**config.mk**
```make
export PLATFORM = sky130hd
export DESIGN_NAME = cdb_arbiter
export DESIGN_NICKNAME = d
export VERILOG_FILES = /design/src/rtl/rv32i_types.sv /design/src/rtl/cdb_chan_fifo.sv /design/src/rtl/cdb_arbiter.sv
export SDC_FILE = /design/constraint.sdc
export NUM_CORES = 1
export LEC_CHECK = 0
export BUFFER_PORTS_ARGS = -buffer_cell sky130_fd_sc_hd__buf_4
export CAP_MARGIN = 0
export CORE_ASPECT_RATIO = 1.25
export CORE_MARGIN = 4
export CORE_UTILIZATION = 57
export DETAILED_ROUTE_END_ITERATION = 7
export MAX_ROUTING_LAYER = met4
export PLACE_DENSITY = 0.84
export SLEW_MARGIN = 25
export SYNTH_ARGS = -nofsm -noshare
export SYNTH_HDL_FRONTEND = slang
export SYNTH_SLANG_ARGS = --single-unit
```
**constraint.sdc**
```tcl
create_clock -name clk -period 7.4 [get_ports clk]
set_input_delay 1.48 -clock clk [delete_from_list [all_inputs] [get_ports clk]]
set_output_delay 1.48 -clock clk [all_outputs]
set_load 0.05 [all_outputs]
```
**src/rtl/rv32i_types.sv**
```systemverilog
// Shared core types: completed-instruction payload, writeback bus, FU channel indices.
package rv32i_types;

  localparam int unsigned ROB_NUM_BITS = 4;

  typedef struct packed {
    logic                    valid;
    logic [ROB_NUM_BITS-1:0] rob_addr;
    logic [4:0]              rd_addr;
    logic [5:0]              rd_paddr;
    logic [31:0]             rd_data;
  } ooo_instr_t;

  typedef struct packed {
    logic        valid;
    logic [4:0]  rd_addr;
    logic [5:0]  rd_paddr;
    logic [31:0] rd_data;
  } wb_bus_t;

  // Functional-unit channel indices; lower index means higher static priority.
  localparam int unsigned FU_ALU = 0;
  localparam int unsigned FU_MEM = 1;
  localparam int unsigned FU_BR  = 2;
  localparam int unsigned FU_MUL = 3;
  localparam int unsigned FU_DIV = 4;

  // Project a completed instruction onto the writeback bus fields.
  function automatic wb_bus_t to_wb(input ooo_instr_t instr);
    wb_bus_t wb;
    wb.valid    = instr.valid;
    wb.rd_addr  = instr.rd_addr;
    wb.rd_paddr = instr.rd_paddr;
    wb.rd_data  = instr.rd_data;
    return wb;
  endfunction

endpackage

```
**src/rtl/cdb_chan_fifo.sv**
```systemverilog
// Per-channel circular FIFO decoupling one functional unit from the CDB arbiter.
// Ports: clk/rst (sync, active-high), i_flush empties the FIFO, i_push/i_din write,
// i_pop retires the head, o_head is the current head entry, o_count the occupancy.
module cdb_chan_fifo
  import rv32i_types::*;
#(
  parameter int unsigned BUF_DEPTH = 2
) (
  input  logic                             clk,
  input  logic                             rst,
  input  logic                             i_flush,
  input  logic                             i_push,
  input  logic                             i_pop,
  input  ooo_instr_t                       i_din,
  output ooo_instr_t                       o_head,
  output logic [$clog2(BUF_DEPTH+1)-1:0]   o_count
);

  localparam int unsigned CNT_W = $clog2(BUF_DEPTH + 1);
  localparam int unsigned PTR_W = (BUF_DEPTH > 1) ? $clog2(BUF_DEPTH) : 1;

  ooo_instr_t       r_mem [BUF_DEPTH];
  logic [PTR_W-1:0] r_head;
  logic [PTR_W-1:0] r_tail;
  logic [CNT_W-1:0] r_count;

  // Pointer increment wrapping at BUF_DEPTH (depth need not be a power of two).
  function automatic logic [PTR_W-1:0] next_ptr(input logic [PTR_W-1:0] p);
    return (p == PTR_W'(BUF_DEPTH - 1)) ? '0 : p + PTR_W'(1);
  endfunction

  // Storage is not reset; only entries below the count are ever observed.
  always_ff @(posedge clk) begin
    if (i_push) begin
      r_mem[r_tail] <= i_din;
    end
  end

  // Pointer and occupancy bookkeeping; flush empties the FIFO.
  always_ff @(posedge clk) begin
    if (rst || i_flush) begin
      r_head  <= '0;
      r_tail  <= '0;
      r_count <= '0;
    end else begin
      if (i_push) r_tail <= next_ptr(r_tail);
      if (i_pop)  r_head <= next_ptr(r_head);
      if (i_push && !i_pop)      r_count <= r_count + CNT_W'(1);
      else if (!i_push && i_pop) r_count <= r_count - CNT_W'(1);
    end
  end

  assign o_head  = r_mem[r_head];
  assign o_count = r_count;

endmodule

```
**src/rtl/cdb_arbiter.sv**
```systemverilog
// Writeback / common-data-bus arbiter: buffers completed instructions per FU channel
// and broadcasts up to NUM_CDB FIFO heads per cycle (round-robin or fixed priority).
// Ports: clk/rst (sync, active-high), flush drops buffered and incoming results,
// fu_in/fu_ready per-channel handshake, cdb_out/cdb_instr/rob_addr/push_status the
// registered broadcast, buf_count per-channel occupancy.
// Legal configurations: 1 <= NUM_CDB <= NUM_FU, BUF_DEPTH >= 1.
module cdb_arbiter
  import rv32i_types::*;
#(
  parameter int unsigned NUM_FU    = 5,
  parameter int unsigned NUM_CDB   = 1,
  parameter int unsigned BUF_DEPTH = 2,
  parameter int unsigned RR_MODE   = 1
) (
  input  logic                            clk,
  input  logic                            rst,
  input  logic                            flush,
  input  ooo_instr_t                      fu_in       [NUM_FU],
  output logic [NUM_FU-1:0]               fu_ready,
  output wb_bus_t                         cdb_out     [NUM_CDB],
  output ooo_instr_t                      cdb_instr   [NUM_CDB],
  output logic [NUM_CDB-1:0]              push_status,
  output logic [ROB_NUM_BITS-1:0]         rob_addr    [NUM_CDB],
  output logic [$clog2(BUF_DEPTH+1)-1:0]  buf_count   [NUM_FU]
);

  localparam int unsigned CNT_W = $clog2(BUF_DEPTH + 1);
  localparam int unsigned IDX_W = (NUM_FU > 1) ? $clog2(NUM_FU) : 1;

  logic [CNT_W-1:0]  w_count    [NUM_FU];
  ooo_instr_t        w_head     [NUM_FU];
  logic [NUM_FU-1:0] w_req;
  logic [NUM_FU-1:0] w_push;
  logic [NUM_FU-1:0] w_pop;
  logic [NUM_FU-1:0] w_mask;
  logic [IDX_W-1:0]  w_start;
  logic [IDX_W-1:0]  w_last_idx;
  logic              w_any;
  logic              w_found;
  logic [IDX_W-1:0]  w_idx;
  logic [NUM_CDB-1:0] w_port_vld;
  logic [IDX_W-1:0]  w_port_idx [NUM_CDB];
  ooo_instr_t        w_sel      [NUM_CDB];

  logic [IDX_W-1:0]  r_rr_ptr;
  wb_bus_t           r_cdb_out   [NUM_CDB];
  ooo_instr_t        r_cdb_instr [NUM_CDB];
  logic [ROB_NUM_BITS-1:0] r_rob_addr [NUM_CDB];

  // Channel index visited at scan step k, starting from 'start'.
  function automatic logic [IDX_W-1:0] scan_idx(input logic [IDX_W-1:0] start,
                                                input int unsigned k);
    return IDX_W'((32'(start) + k) % NUM_FU);
  endfunction

  // Per-channel FIFOs; ready looks only at the registered count (no pop bypass).
  for (genvar i = 0; i < NUM_FU; i++) begin : g_chan
    assign fu_ready[i]  = (w_count[i] < CNT_W'(BUF_DEPTH));
    assign w_push[i]    = fu_in[i].valid && fu_ready[i] && !flush;
    assign w_req[i]     = (w_count[i] != '0);
    assign buf_count[i] = w_count[i];

    cdb_chan_fifo #(
      .BUF_DEPTH (BUF_DEPTH)
    ) u_fifo (
      .clk     (clk),
      .rst     (rst),
      .i_flush (flush),
      .i_push  (w_push[i]),
      .i_pop   (w_pop[i]),
      .i_din   (fu_in[i]),
      .o_head  (w_head[i]),
      .o_count (w_count[i])
    );
  end

  assign w_start = (RR_MODE != 0) ? r_rr_ptr : '0;

  // Each port takes the first still-unmasked head in scan order, then masks it off.
  always_comb begin
    w_mask     = w_req;
    w_pop      = '0;
    w_last_idx = '0;
    w_any      = 1'b0;
    w_found    = 1'b0;
    w_idx      = '0;
    w_port_vld = '0;
    for (int p = 0; p < NUM_CDB; p++) begin
      w_port_idx[p] = '0;
      w_found       = 1'b0;
      for (int k = 0; k < NUM_FU; k++) begin
        w_idx = scan_idx(w_start, k);
        if (!w_found && w_mask[w_idx]) begin
          w_found       = 1'b1;
          w_port_vld[p] = 1'b1;
          w_port_idx[p] = w_idx;
          w_mask[w_idx] = 1'b0;
          w_pop[w_idx]  = 1'b1;
          w_last_idx    = w_idx;
          w_any         = 1'b1;
        end
      end
      w_sel[p] = w_head[w_port_idx[p]];
    end
  end

  // Rotate past the last granted channel; a flushed cycle's grant does not count.
  always_ff @(posedge clk) begin
    if (rst) begin
      r_rr_ptr <= '0;
    end else if (!flush && w_any) begin
      r_rr_ptr <= (w_last_idx == IDX_W'(NUM_FU - 1)) ? '0 : w_last_idx + IDX_W'(1);
    end
  end

  // Broadcast registers; idle or flushed ports carry an all-zero payload.
  always_ff @(posedge clk) begin
    for (int p = 0; p < NUM_CDB; p++) begin
      if (rst || flush || !w_port_vld[p]) begin
        r_cdb_out[p]   <= '0;
        r_cdb_instr[p] <= '0;
        r_rob_addr[p]  <= '0;
      end else begin
        r_cdb_out[p]   <= to_wb(w_sel[p]);
        r_cdb_instr[p] <= w_sel[p];
        r_rob_addr[p]  <= w_sel[p].rob_addr;
      end
    end
  end

  assign cdb_out   = r_cdb_out;
  assign cdb_instr = r_cdb_instr;
  assign rob_addr  = r_rob_addr;

  for (genvar p = 0; p < NUM_CDB; p++) begin : g_port
    assign push_status[p] = r_cdb_out[p].valid;
  end

endmodule

```
==> results.toml, run 1 <==
[floorplan]
num_rows = 82
die-area_um2 = 44500
coreArea_um2 = 40400
die_y_um = 235
die_width_um = 189
io-pin-count = 355
initial_core_util_pct = 58.1

[global_routing]
track_usage_pct = 29.6
grt_first_pass_wirelength_mm = 96.2
grt_max_degree = 49
grt_overflow = 0
antenna_found_initial = 7
grt_pass1_vias = 15285

[cts]
clock_path_buffers = 3
path_clk_slew_ns = 0.07
post_cts_buffers = 0
cts_tree = "yes"
clock_latency_ns = 0.58
hold_buffers = 0
post_cts_resized = 0
cts.sinks = 556
cts.htree.levels = 2
numCtsBuffers = 50
root_buffer = "clkbuf_16"

[yosys]
ys.warnings.count = 0
synth.avg_cell_area_um2 = 15.6
synthDistinctLibCells = 91
synth_edf_count = 480
synthArstFlopShare_pct = 0
synth_area_um2 = 23500
synth_flop_cell = "edfxtp_1"
syn_nets = 1775
ys_ff_latch = 556
seq_area_frac_synth_pct = 67.9
synthCells = 1504

[sta]
rsz0062_at_grt = "no"
slew_violations = 0
period_needed_ns = 6.19
tightest_slew_ns = 1.02
fin_setup_tns_ns = 0
slew_headroom_pct = 32.2
min_period_over_period_pct = 83.7
setup_slack_ns = 1.21
finalHoldViolCount = 0
finClkSkew_ns = 0.0454
max_freq_mhz = 162
setup_viol = 0

[detailed_routing]
wl_per_cell_um = 27.1
drt-initial-drc-count = 1134
finalWirelength_mm = 65.9
drc = 0
vias = 14554
dr.pass1.iters = 5
antenna_left = 0
via_per_inst = 5.98

[final_layout]
drive_gt1_share_pct = 31.5
fin_util_pct = 69.9
syn_to_final_growth_pct = 20.4
final_nets = 2110
fin_cells = 2435

[critical_path]
cp-end-kind = "flip-flop"
cp_common_cell = "ha_1"
critPathMaxFanout = 9
r2r_start = "r_rr_ptr[1]$_SDFFE_PP0P_"
path_class = "flip-flop to flip-flop"
crit_chain = "inv_1, ha_1, inv_1, ha_1, inv_1, ha_1, nor3_1, o21ai_0, nand2_1, ha_1, nand2b_1, a22o_2, mux2_1, a311oi_1, a211o_2, nand3_4, nor4_4, o311ai_4, a31oi_4, buf_4, mux2i_1, nor2_1, o22ai_1"
crit_arrival_ns = 6.68
cp.required_ns = 7.89
cp_top_family = "compound AO/OA/AOI/OAI gates"
ff2ff_setup_slack_ns = 1.21
slowest_delay_ns = 0.51
crit_buf_inv = 4
crit_path_start_kind = "flip-flop"
crit_slowest_cell = "mux2i_1"
startpoint = "r_rr_ptr[1]$_SDFFE_PP0P_"

[power_and_ir_drop]
p_leak_nw = 10.2
clockPowerShare_pct = 20.8
pwr_density_cell_nw_per_um2 = 447
irDropWorstVdd_v = 0.000459
switchingPower_w = 0.00520
p_sw_share_pct = 41.1
seqPwrFrac_pct = 31.8
p_int_w = 0.00744
pwr-share-comb_pct = 47.3

[placement]
dpl.cell_count = 2333
gp_congestion = 0.968
dpl.hpwl_mm = 46.2
pre_cts_ws_ns = 1.30
portBuffers = 354

[worst_hold_path]
hold_class = "flip-flop to flip-flop"
holdCritStartpoint = "g_chan[4].u_fifo.r_head$_SDFFE_PP0P_"

[run]
max_cap_viol_count = 0

[status]
outcome = "finished clean"
-- sequential cells by signal, indices dropped and copies added (netlist names), named ones only --
signal and cells:
g_chan.u_fifo.r_mem 480, rob_addr 4, cdb_instr 44, r_rr_ptr 3, g_chan.u_fifo.r_head 5, g_chan.u_fifo.o_count 10
g_chan.u_fifo.r_tail 5
-- worst min-delay path, stage by stage (launching register included) --
cell	delay, ns
dfxtp_1	0.33
xor2_1	0.09
nor2_1	0.07
-- power by group through the flow --
stage,Combinational [W],Sequential (W),Clock (W)
final,0.00598,0.00402,0.00263
after global routing,0.00633,0.00405,0.00278
after CTS,0.00599,0.00403,0.00265
after detailed placement,0.00596,0.00408,0
after global placement,0.00591,0.00407,0
after floorplan,0.00401,0.00408,0
-- layout make-up --
class,instances,area (µm²)
fill,2654,12200
multi-input combinational,804,6750
antenna,8,20.0
inverter,24,92.6
timing repair buffer,403,3080
sequential,556,16000
clock buffer,67,1370
tap,546,683
clock inverter,27,315
-- cell usage in the layout (no fill, tap or decap), types with 26 or more instances in the layout --
cell type and n:
clkbuf_16 50, edfxtp_1 480, o22ai_1 27, nand2_1 28
o221ai_1 28, mux2_2 52, ha_1 28, nor2_1 72
buf_4 399, dfxtp_1 71, o21ai_1 26, mux2i_1 268
-- through the flow --
stage               area, µm²  total power, W  hold WS, ns
floorplan               23500         0.00809        0.472
finish                  28200          0.0126        0.490
global route            28200          0.0132        0.507
CTS                     28200          0.0127        0.478
detailed placement      26500          0.0100        0.487
global placement        26500         0.00998        0.484
-- worst paths after layout --
| kind | end | depth (start not counted) |
|---|---|---|
| worst max register to register | cdb_instr[0]$_SDFF_PP0_ | 23 |
| worst max-delay path | cdb_instr[0]$_SDFF_PP0_ | 23 |
| worst min register to register | flip-flop | 2 |
| worst min-delay path | flip-flop | 2 |
-- cells in the mapped netlist (8+ instances only) --
master / n / share of area, %
inv_1: 20 / 0.32
nor2_1: 72 / 1.2
o22ai_1: 27 / 0.72
clkbuf_1: 35 / 0.56
nand2_1: 28 / 0.45
edfxtp_1: 480 / 61
xor2_1: 16 / 0.60
buf_4: 60 / 1.9
o21ai_0: 18 / 0.38
o221ai_1: 28 / 1.0
nor3_1: 11 / 0.23
ha_1: 28 / 1.5
a21oi_1: 22 / 0.47
mux2i_1: 268 / 11
o21ai_1: 26 / 0.55
nor2b_1: 10 / 0.27
nand3_1: 11 / 0.23
a22oi_1: 25 / 0.80
buf_2: 12 / 0.26
dfxtp_1: 76 / 6.5
and2_1: 10 / 0.27
or3_1: 8 / 0.21
xnor2_1: 16 / 0.60
mux2_2: 52 / 2.5
-- cell families after synthesis --
group | after synthesis | share of synthesized area (%)
DFF | 556 | 67.9
AOI/OAI and AO/OA | 228 | 7.33
and+or+nand+nor | 191 | 4.21
buffers and inverters | 144 | 3.61
adders and majority gates | 28 | 1.49
muxes | 324 | 14.2
xor gates and xnor gates | 33 | 1.31
-- per-layer routing --
layer / global-route usage (%) / vias to the layer above / wire, µm
met3: 5.21 / 155 / 4510
met1: 33.9 / 7228 / 23700
li1: - / 6473 / -
met2: 51.7 / 698 / 34600
met5: - / - / 0
met4: 11.9 / 0 / 3090
No activity file was read; power rests on OpenSTA's default activity.
==> run 2: changes to the inputs <==
==> constraint.sdc (replaced) <==
create_clock -name clk -period 6.3 [get_ports clk]
set_input_delay 1.26 -clock clk [delete_from_list [all_inputs] [get_ports clk]]
set_output_delay 1.26 -clock clk [all_outputs]
set_load 0.05 [all_outputs]
==> run 2 against run 1 <==
Clock skew fell by 0.026 ns. Clock power rose by 17%. Sequential cell count did not move. Final cell count rose by 0.16%. Clock-buffer cell count fell by 3. Global-route usage fell by 0.89 points. Hold slack improved by 0.019 ns. Die area did not move. Worst setup slack got worse by 0.91 ns. Register-to-register slack got worse by 0.91 ns. Largest cell class unchanged.
==> results.toml, run 2 (synthesis gave the netlist of run 1 again) <==
[floorplan]
die_width_um = 189
die_y_um = 235
initial_core_util_pct = 58.1
coreArea_um2 = 40400
die-area_um2 = 44500
io-pin-count = 355
num_rows = 82

[sta]
rsz0062_at_grt = "no"
min_period_over_period_pct = 95.2
setup_viol = 0
slew_headroom_pct = 31.5
max_freq_mhz = 167
tightest_slew_ns = 1.03
slew_violations = 0
finalHoldViolCount = 0
finClkSkew_ns = 0.0194
fin_setup_tns_ns = 0
period_needed_ns = 6.00

[critical_path]
crit_arrival_ns = 6.46
startpoint = "r_rr_ptr[1]$_SDFFE_PP0P_"
cp.required_ns = 6.77
r2r_start = "r_rr_ptr[1]$_SDFFE_PP0P_"
critPathMaxFanout = 38
path_class = "flip-flop to flip-flop"
crit_path_start_kind = "flip-flop"
cp-end-kind = "flip-flop"
ff2ff_setup_slack_ns = 0.30

[cts]
cts_tree = "yes"
root_buffer = "clkbuf_16"
numCtsBuffers = 51
path_clk_slew_ns = 0.07
clock_path_buffers = 3
cts.sinks = 556
clock_latency_ns = 0.59
cts.htree.levels = 2
hold_buffers = 0

[final_layout]
final_common_cell = "edfxtp_1"
largest_reg_flops = 480
layout_common_cells = "edfxtp_1 (480), buf_4 (397), mux2i_1 (265)"
drive_gt1_share_pct = 31.3
multi_input_area_um2 = 6760
syn_to_final_growth_pct = 20.7
n_fill_cell = 2655
final-seq-area_um2 = 16000
regMostFlops = "g_chan.u_fifo.r_mem"
fin_util_pct = 70.1
final_nets = 2112

[detailed_routing]
antenna_left = 0
finalWirelength_mm = 64.3
via_per_inst = 5.93
drt-initial-drc-count = 1118
drc = 0
dr.pass1.iters = 5
wl_per_cell_um = 26.4
vias = 14461

[power_and_ir_drop]
pwr_density_cell_nw_per_um2 = 523
irDropWorstVdd_v = 0.000662
p_leak_nw = 10.2

[global_routing]
track_usage_pct = 28.7
grt_first_pass_wirelength_mm = 93.2
grt_overflow = 0
grt_pass1_vias = 15075
antenna_found_initial = 9
grt_max_degree = 49

[status]
outcome = "finished clean"

[placement]
portBuffers = 354
gp_congestion = 0.919
dpl.hpwl_mm = 44.9

[worst_hold_path]
hold_class = "flip-flop to flip-flop"
holdCritStartpoint = "g_chan[4].u_fifo.r_head$_SDFFE_PP0P_"

[run]
max_cap_viol_count = 0
==> run 2: changes by cell type in the layout (fill, tap and decap cells not counted), moves of 3 or more <==
cell,previous run,this run
clkbuf_8,5,2
clkinv_1,3,14
clkinvlp_4,5,0
mux2i_1,268,265
mux2i_2,0,3
==> run 2: layer usage <==
layer / track usage, % / vias up / part of all wire, % / wire [µm]
li1: - / 6463 / - / -
met4: 10.9 / 0 / 4.3 / 2780
met5: - / - / 0 / 0
met3: 5.51 / 128 / 7.2 / 4650
met1: 33.1 / 7213 / 36 / 23100
met2: 49.8 / 657 / 52 / 33800
==> run 2: worst paths after layout <==
path,endpoint,cells past startpoint
worst min register to register,flip-flop,2
worst min-delay path,flip-flop,2
worst max-delay path,cdb_instr[37]$_SDFF_PP0_,19
worst max register to register,cdb_instr[37]$_SDFF_PP0_,19
==> run 2: worst max-delay path, stage by stage (launching register included) <==
cell      delay [ns]
dfxtp_1         0.41
buf_4           0.23
ha_1            0.48
nand2_1         0.34
inv_1           0.22
ha_1            0.26
nor2b_1         0.22
a211o_1         0.23
nor2b_1         0.06
a211o_1         0.43
a221oi_4        0.45
a21o_2          0.32
a311oi_1        0.08
o31ai_1         0.37
nor4b_1         0.56
a31oi_4         0.22
buf_12          0.27
mux2i_2         0.23
nor2_1          0.32
o22ai_1         0.14
==> run 2: report_power, final <==
part	leakage, nW	switching, W	internal (W)
Clock	0.818	0.00133	0.00175
Combinational	4.37	0.00435	0.00267
Sequential	5.03	0.000382	0.00434
==> run 2: what timing repair did <==
item | 4_1_cts | 5_1_grt
buffers inserted | 0 | 0
setup endpoints to repair | 0 | 7
gates resized for setup | 0 | 5
==> run 2: final cells by class <==
cell class,instances,share of cell area [%]
well taps,546,2.41
clock inverters,31,1.10
multi-input cells,804,23.9
clock buffers,64,4.82
repair buffers,404,11.0
inverters,24,0.327
flip-flops and latches,556,56.3
diodes,10,0.0884
==> run 2: through the flow <==
stage	std cells	setup slack, ns	hold WS (ns)	total power [W]	area (µm²)
finish	2439	0.305	0.509	0.0148	28300
global route	2438	0.0144	0.534	0.0154	28300
CTS	2428	0.213	0.506	0.0148	28300
detailed placement	2333	0.234	0.495	0.0117	26600
global placement	2333	0.297	0.482	0.0117	26600
floorplan	1504	0.887	0.472	0.00950	23500
